<file path="src/rtl/l2_prefetch_fill_pkg.sv">
// rtl/l2_prefetch_fill_pkg.sv - shared types and defaults for the L2 prefetch fill engine
//
// Purpose: state encoding, default geometry and the beat-counter width helper
//          used by l2_prefetch_fill.
// Ports:   none (package).
package l2_prefetch_fill_pkg;

  typedef enum logic [2:0] {
    ST_IDLE  = 3'd0,
    ST_REQ   = 3'd1,
    ST_FILL  = 3'd2,
    ST_DRAIN = 3'd3,
    ST_SWEEP = 3'd4
  } state_t;

  localparam int BURST_DEF   = 4;
  localparam int ENTRIES_DEF = 128;
  localparam int ADDR_W      = 27;
  localparam int DATA_W      = 32;
  localparam int MASK_W      = 4;

  // Beat counter width: log2(BURST), never narrower than one bit.
  function automatic int cnt_width(input int burst);
    return (burst <= 2) ? 1 : $clog2(burst);
  endfunction

  localparam int CNT_W_DEF = cnt_width(BURST_DEF);

endpackage

</file>
<file path="src/rtl/l2_prefetch_fill.sv">
// rtl/l2_prefetch_fill.sv - line fill / next-line prefetch engine owning the L2 prefetch buffer write port
//
// Purpose: fetches a BURST-aligned line on a CPU read miss (or the next line on
//          a hit to the last word of a line), writes the beats into the buffer,
//          forwards CPU write snoops with priority, and sweeps the buffer
//          invalid on FLUSH.
// Ports:
//   CLK, RST               clock, synchronous active-high reset
//   CPUREQ, CPUA, HIT      CPU read observation and buffer hit indication
//   SNPWR, SNPA/SNPD/SNPM  CPU write snoop (address, data, byte mask)
//   FLUSH                  invalidate the whole buffer
//   MEMREQ, MEMA, MEMACK   burst read request handshake
//   MEMDV, MEMD            returning burst beats (no back-pressure)
//   WRA/WRD/WR/WRM/CLR     buffer write port (all registered)
//   BUSY                   high whenever the engine is not idle
import l2_prefetch_fill_pkg::*;

module l2_prefetch_fill #(
  parameter int BURST   = BURST_DEF,
  parameter int ENTRIES = ENTRIES_DEF
) (
  input  logic              CLK,
  input  logic              RST,
  input  logic              CPUREQ,
  input  logic [ADDR_W-1:0] CPUA,
  input  logic              HIT,
  input  logic              SNPWR,
  input  logic [ADDR_W-1:0] SNPA,
  input  logic [DATA_W-1:0] SNPD,
  input  logic [MASK_W-1:0] SNPM,
  input  logic              FLUSH,
  output logic              MEMREQ,
  output logic [ADDR_W-1:0] MEMA,
  input  logic              MEMACK,
  input  logic              MEMDV,
  input  logic [DATA_W-1:0] MEMD,
  output logic [ADDR_W-1:0] WRA,
  output logic [DATA_W-1:0] WRD,
  output logic              WR,
  output logic [MASK_W-1:0] WRM,
  output logic              CLR,
  output logic              BUSY
);

  localparam int CW = cnt_width(BURST);
  // Sweep index runs one past the last entry so BUSY stays high while the
  // final clear write is visible.
  localparam int IW = $clog2(ENTRIES + 1);
  localparam logic [ADDR_W-1:0] LOW_MASK = ADDR_W'(BURST - 1);

  state_t            state;
  logic [CW-1:0]     rx_cnt;     // index of the next beat to arrive
  logic              rx_all;     // every beat of the line has arrived
  logic [BURST-1:0]  stale;      // words overwritten by snoops while in flight
  logic              hold_v;
  logic [DATA_W-1:0] hold_d;
  logic [CW-1:0]     hold_i;
  logic              fill_done;  // last beat retired; leave FILL next cycle
  logic              flush_pend; // FLUSH seen while waiting for MEMACK
  logic [IW-1:0]     sweep_idx;

  logic              snp_act;
  logic              snp_in_line;
  logic [CW-1:0]     snp_off;
  logic [ADDR_W-1:0] cpu_base;
  logic              cpu_last;
  logic              beat_last;
  logic              fw_take;
  logic [CW-1:0]     fw_idx;
  logic [DATA_W-1:0] fw_data;
  logic              park;

  always_comb begin
    snp_act     = SNPWR && (state != ST_SWEEP);
    snp_in_line = ((SNPA & ~LOW_MASK) == MEMA);
    snp_off     = SNPA[CW-1:0];
    cpu_base    = CPUA & ~LOW_MASK;
    cpu_last    = &CPUA[CW-1:0];
    beat_last   = (rx_cnt == CW'(BURST - 1));
    // Write-port priority during FILL: snoop, then parked beat, then new beat.
    fw_take     = !snp_act && (hold_v || MEMDV);
    fw_idx      = hold_v ? hold_i : rx_cnt;
    fw_data     = hold_v ? hold_d : MEMD;
    // A beat that cannot use the port this cycle is parked. Memory beat
    // spacing is assumed to keep the single hold entry from overflowing.
    park        = MEMDV && (snp_act || hold_v);
  end

  always_ff @(posedge CLK) begin
    if (RST) begin
      state      <= ST_IDLE;
      MEMREQ     <= 1'b0;
      MEMA       <= '0;
      BUSY       <= 1'b0;
      WR         <= 1'b0;
      WRA        <= '0;
      WRD        <= '0;
      WRM        <= '0;
      CLR        <= 1'b0;
      rx_cnt     <= '0;
      rx_all     <= 1'b0;
      stale      <= '0;
      hold_v     <= 1'b0;
      hold_d     <= '0;
      hold_i     <= '0;
      fill_done  <= 1'b0;
      flush_pend <= 1'b0;
      sweep_idx  <= '0;
    end else begin
      WR  <= 1'b0;
      CLR <= 1'b0;
      WRA <= '0;
      WRD <= '0;
      WRM <= '0;

      if (snp_act) begin
        WR  <= 1'b1;
        WRA <= SNPA;
        WRD <= SNPD;
        WRM <= SNPM;
      end

      if ((state == ST_REQ || state == ST_FILL) && snp_act && snp_in_line)
        stale[snp_off] <= 1'b1;

      case (state)
        ST_IDLE: begin
          if (FLUSH) begin
            state     <= ST_SWEEP;
            sweep_idx <= '0;
            BUSY      <= 1'b1;
          end else if (CPUREQ && (!HIT || cpu_last)) begin
            // Miss fetches this line; hit on the last word prefetches the next.
            state      <= ST_REQ;
            MEMREQ     <= 1'b1;
            MEMA       <= HIT ? (cpu_base + ADDR_W'(BURST)) : cpu_base;
            BUSY       <= 1'b1;
            stale      <= '0;
            flush_pend <= 1'b0;
          end
        end

        ST_REQ: begin
          if (FLUSH)
            flush_pend <= 1'b1;
          if (MEMACK) begin
            MEMREQ    <= 1'b0;
            rx_cnt    <= '0;
            rx_all    <= 1'b0;
            hold_v    <= 1'b0;
            fill_done <= 1'b0;
            state     <= (flush_pend || FLUSH) ? ST_DRAIN : ST_FILL;
          end
        end

        ST_FILL: begin
          if (FLUSH) begin
            // Buffered beats are pointless once the sweep clears everything.
            hold_v    <= 1'b0;
            sweep_idx <= '0;
            if (MEMDV)
              rx_cnt <= rx_cnt + CW'(1);
            if (rx_all || (MEMDV && beat_last))
              state <= ST_SWEEP;
            else
              state <= ST_DRAIN;
          end else if (fill_done) begin
            state <= ST_IDLE;
            BUSY  <= 1'b0;
          end else begin
            if (MEMDV) begin
              rx_cnt <= rx_cnt + CW'(1);
              if (beat_last)
                rx_all <= 1'b1;
            end
            if (fw_take) begin
              if (!stale[fw_idx]) begin
                WR  <= 1'b1;
                WRA <= MEMA + ADDR_W'(fw_idx);
                WRD <= fw_data;
                WRM <= 4'hF;
              end
              if (fw_idx == CW'(BURST - 1))
                fill_done <= 1'b1;
            end
            hold_v <= park;
            if (park) begin
              hold_d <= MEMD;
              hold_i <= rx_cnt;
            end
          end
        end

        ST_DRAIN: begin
          if (MEMDV) begin
            rx_cnt <= rx_cnt + CW'(1);
            if (beat_last) begin
              state     <= ST_SWEEP;
              sweep_idx <= '0;
            end
          end
        end

        ST_SWEEP: begin
          if (sweep_idx == IW'(ENTRIES)) begin
            state <= ST_IDLE;
            BUSY  <= 1'b0;
          end else begin
            WR        <= 1'b1;
            CLR       <= 1'b1;
            WRM       <= 4'hF;
            WRD       <= '0;
            WRA       <= ADDR_W'(sweep_idx);
            sweep_idx <= sweep_idx + IW'(1);
          end
        end

        default: state <= ST_IDLE;
      endcase
    end
  end

endmodule

</file>
<file path="config.mk">
export PLATFORM = sky130hd
export DESIGN_NAME = l2_prefetch_fill
export DESIGN_NICKNAME = d
export VERILOG_FILES = /design/src/rtl/l2_prefetch_fill_pkg.sv /design/src/rtl/l2_prefetch_fill.sv
export SDC_FILE = /design/constraint.sdc
export NUM_CORES = 1
export LEC_CHECK = 0
export ABC_AREA = 1
export CORE_AREA = 2 2 126 128
export CTS_BUF_LIST = sky130_fd_sc_hd__clkbuf_2
export DETAILED_ROUTE_END_ITERATION = 16
export DIE_AREA = 0 0 128 130
export MAX_ROUTING_LAYER = met4
export PLACE_DENSITY = 0.85
export SLEW_MARGIN = 10
export SYNTH_ARGS = -nofsm -noshare
export SYNTH_HDL_FRONTEND = slang
export SYNTH_SLANG_ARGS = --single-unit
</file>
<file path="constraint.sdc">
create_clock -name CLK -period 2.38 [get_ports CLK]
set_clock_uncertainty 0.2 [all_clocks]
set_input_delay 0.238 -clock CLK [delete_from_list [all_inputs] [get_ports CLK]]
set_output_delay 0.238 -clock CLK [all_outputs]
set_load 0.005 [all_outputs]
</file>
==> flow_summary.yaml <==
yosys:
  yosys_warnings: 0
  synth_flop_cell: "dfxtp_1"
  syn_inst: 1053
  synth_cell_types: 43
  synth_commonest_cells: "nand2_1, dfxtp_1, inv_1, o21ai_0, a21oi_1"
  synth_edf_count: 0
  synthArstFlopShare_pct: 0
  synth.top_cell.area_share_pct: 40.2
  ys_ff_latch: 147
  yosysMostFrequentCell: "nand2_1"
  synth_top_area_cell: "dfxtp_1"
  synth.cell_area_um2: 7310
  syn_area_per_cell_um2: 6.94
  synthTopCellsByArea: "dfxtp_1, nand2_1, o21ai_0, inv_1, a21oi_1"
  yosysSeqAreaShare_pct: 40.2
setup_path:
  worstReg2RegEnd: "sweep_idx[2]"
  max_stage_delay_ns: 0.57
  cp.required_ns: 1.94
  cp.arrival_ns: 1.85
  crit_slowest_cell: "clkdlybuf4s50_1"
  r2r.worst_path.cells: 7
  crit_chain: "clkdlybuf4s50_1"
  cp_top_family: "buffers and inverters"
  crit_start: "MEMA[26]"
  r2r-start: "state[1]"
  end_kind: "output pin"
  worst_setup_path_start_kind: "register"
  cp.depth: 1
  worst-path-buf-inv: 1
  r2r_slack_ns: 0.19
  cp-endpoint: "MEMA[26]"
  path_max_fanout: 5
  path_class: "register to output pin"
sta:
  worst-slew-pin-transition_ns: 0.542
  holdWs_ns: 0.0551
  min_period_ns: 2.29
  relSlewSlack_pct: 63.9
  hold_violations: 0
  setup_viol: 0
  fin_crit_sh_pct: 96.1
  finalSetupTns_ns: 0
  rsz0062_at_grt: "no"
  fmax_mhz: 437
  drv_slew: 0
power_and_ir_drop:
  power.internal_mw: 4.58
  power_mw: 7.27
  power_switching_mw: 2.69
  pwr-share-clk_pct: 22.8
  switching_share_pct: 37.0
  ir_worst_vdd_mv: 0.320
  p_leak_nw: 4.36
  p_seq_share_pct: 41.2
  power.share.combinational_pct: 36.0
  power_density_nw_per_um2: 655
drt:
  initialDrtViolationCount: 749
  routedWlPerCell_um: 16.3
  dr.pass1.iters: 5
  wl_um: 25800
  vias: 8438
  ant_nets: 0
  drc: 0
  vias_per_cell: 5.32
floorplan:
  core_area_um2: 15400
  rows: 46
  die-width_um: 128
  initial_utilization_pct: 47.4
  die_h_um: 130
  io_pins: 224
  die-area_um2: 16600
final_layout:
  diodes: 0
  area_growth_pct: 51.8
  final_nets: 1515
  drive_gt1_share_pct: 7.75
  multi_input_area_um2: 3630
  nFillCells: 1160
  stdcell_count: 1586
  seq_area_um2: 2950
placement:
  dp.cells: 1452
  hpwl_um: 17200
  place_congestion: 0.989
  io_buffers: 221
clock_tree:
  clock_latency_ns: 0.76
  h-tree-depth: 4
  clk_pin_slew_worst_paths_ns: 0.27
  clockRootBuffer: "clkbuf_2"
  numCtsBuffers: 17
  cts_tree: "built"
  clockBufferDepth: 2
  cts_sinks: 147
worst_hold_path:
  hold_path_class: "primary input to register"
run:
  cap_violations: 0
global_route:
  antenna_found_initial: 0
  grt_pass1_vias: 8119
  grt_max_degree: 70
  grt_remaining_overflow: 0
  grt_usage_pct: 31.7
  grt_pass1_wl_um: 40200
run_status:
  status: "finished, final reports clean"
-- layer usage --
metal / GRT usage (%) / wire (µm) / vias to the layer above
met5: - / 0 / -
met4: 14.7 / 1010 / 0
met3: 7.71 / 2330 / 85
met2: 52.2 / 12000 / 455
met1: 36.7 / 10500 / 3834
li1: - / - / 4064
-- per-stage QoR --
| step | utilization (%) | setup WS [ns] | cell area [µm²] |
|---|---|---|---|
| after floorplan | - | 0.603 | 7320 |
| after global placement | 63.5 | 0.146 | 9800 |
| after detailed placement | 63.5 | 0.128 | 9800 |
| after CTS | 72.0 | 0.0496 | 11100 |
| after global routing | 72.0 | 0.0181 | 11100 |
| final | 72.0 | 0.0919 | 11100 |
-- cell usage in the layout, fill, tap and decap left out, drive strengths merged, types with 7 or more instances in the layout --
cell type / Yosys / layout
nor3: 10 / 10
buf: 20 / 31
nand4: 13 / 13
dfxtp: 147 / 147
o21ai: 113 / 113
dlygate4sd3: 0 / 102
inv: 136 / 143
o211ai: 7 / 7
nor2: 74 / 74
nand3: 75 / 75
nand2: 237 / 237
xnor2: 17 / 17
clkdlybuf4s50: 0 / 221
a21oi: 108 / 108
xor2: 10 / 10
clkbuf: 26 / 17
or2: 32 / 32
-- worst min path at each step --
stage | from | endpoint | slack [ns] | cells after the start
3_5_place_dp | hold_i[1] | hold_i[1] | 0.24 | 2
6_report | CPUA[17] | MEMA[17] | 0.06 | 3
5_1_grt | CPUA[2] | MEMA[2] | 0.03 | 3
3_3_place_gp | hold_i[0] | hold_i[0] | 0.23 | 2
2_1_floorplan | SNPM[3] | WRM[3] | 0.17 | 2
4_1_cts | CPUA[2] | MEMA[2] | 0.006 | 3
-- power by group through the flow --
stage	logic, mW	registers (mW)	clock network, mW
CTS	2.55	2.97	1.67
finish	2.62	2.99	1.66
global placement	2.37	3.02	0
floorplan	1.28	3.00	0
global route	2.86	3.02	1.77
detailed placement	2.40	3.02	0
-- registers in the layout (all words and copies together), names as in the netlist, 2 cells and up --
register	cells
stale	4
hold_d	32
state	3
hold_i	2
rx_cnt	2
WRD	32
MEMA	25
WRM	4
sweep_idx	8
WRA	27
-- layout make-up --
type,count,share of cell area (%)
clock buffer,17,0.766
clock inverter,15,1.75
timing repair buffer,354,31.4
inverter,137,4.63
multi-input combinational,724,32.7
sequential,147,26.5
tap,192,2.16
-- timing repair --
item / CTS / global route
setup endpoints to repair: 0 / 1
hold buffers: 102 / 0
hold endpoints to repair: 102 / 0
resized for setup: 0 / 1
buffers inserted: 0 / 0
-- cells by family after synthesis --
group           count (synthesis)  share of synthesized area (%)
compound gates                245                           18.7
xor+xnor                       27                           3.23
fa+ha+maj                       4                          0.684
buf+inv                       183                           10.1
flops                         147                           40.2
mux                             1                          0.137
other cells                     1                         0.0513
simple gates                  445                           26.8
(Power assumes the default switching activity.)
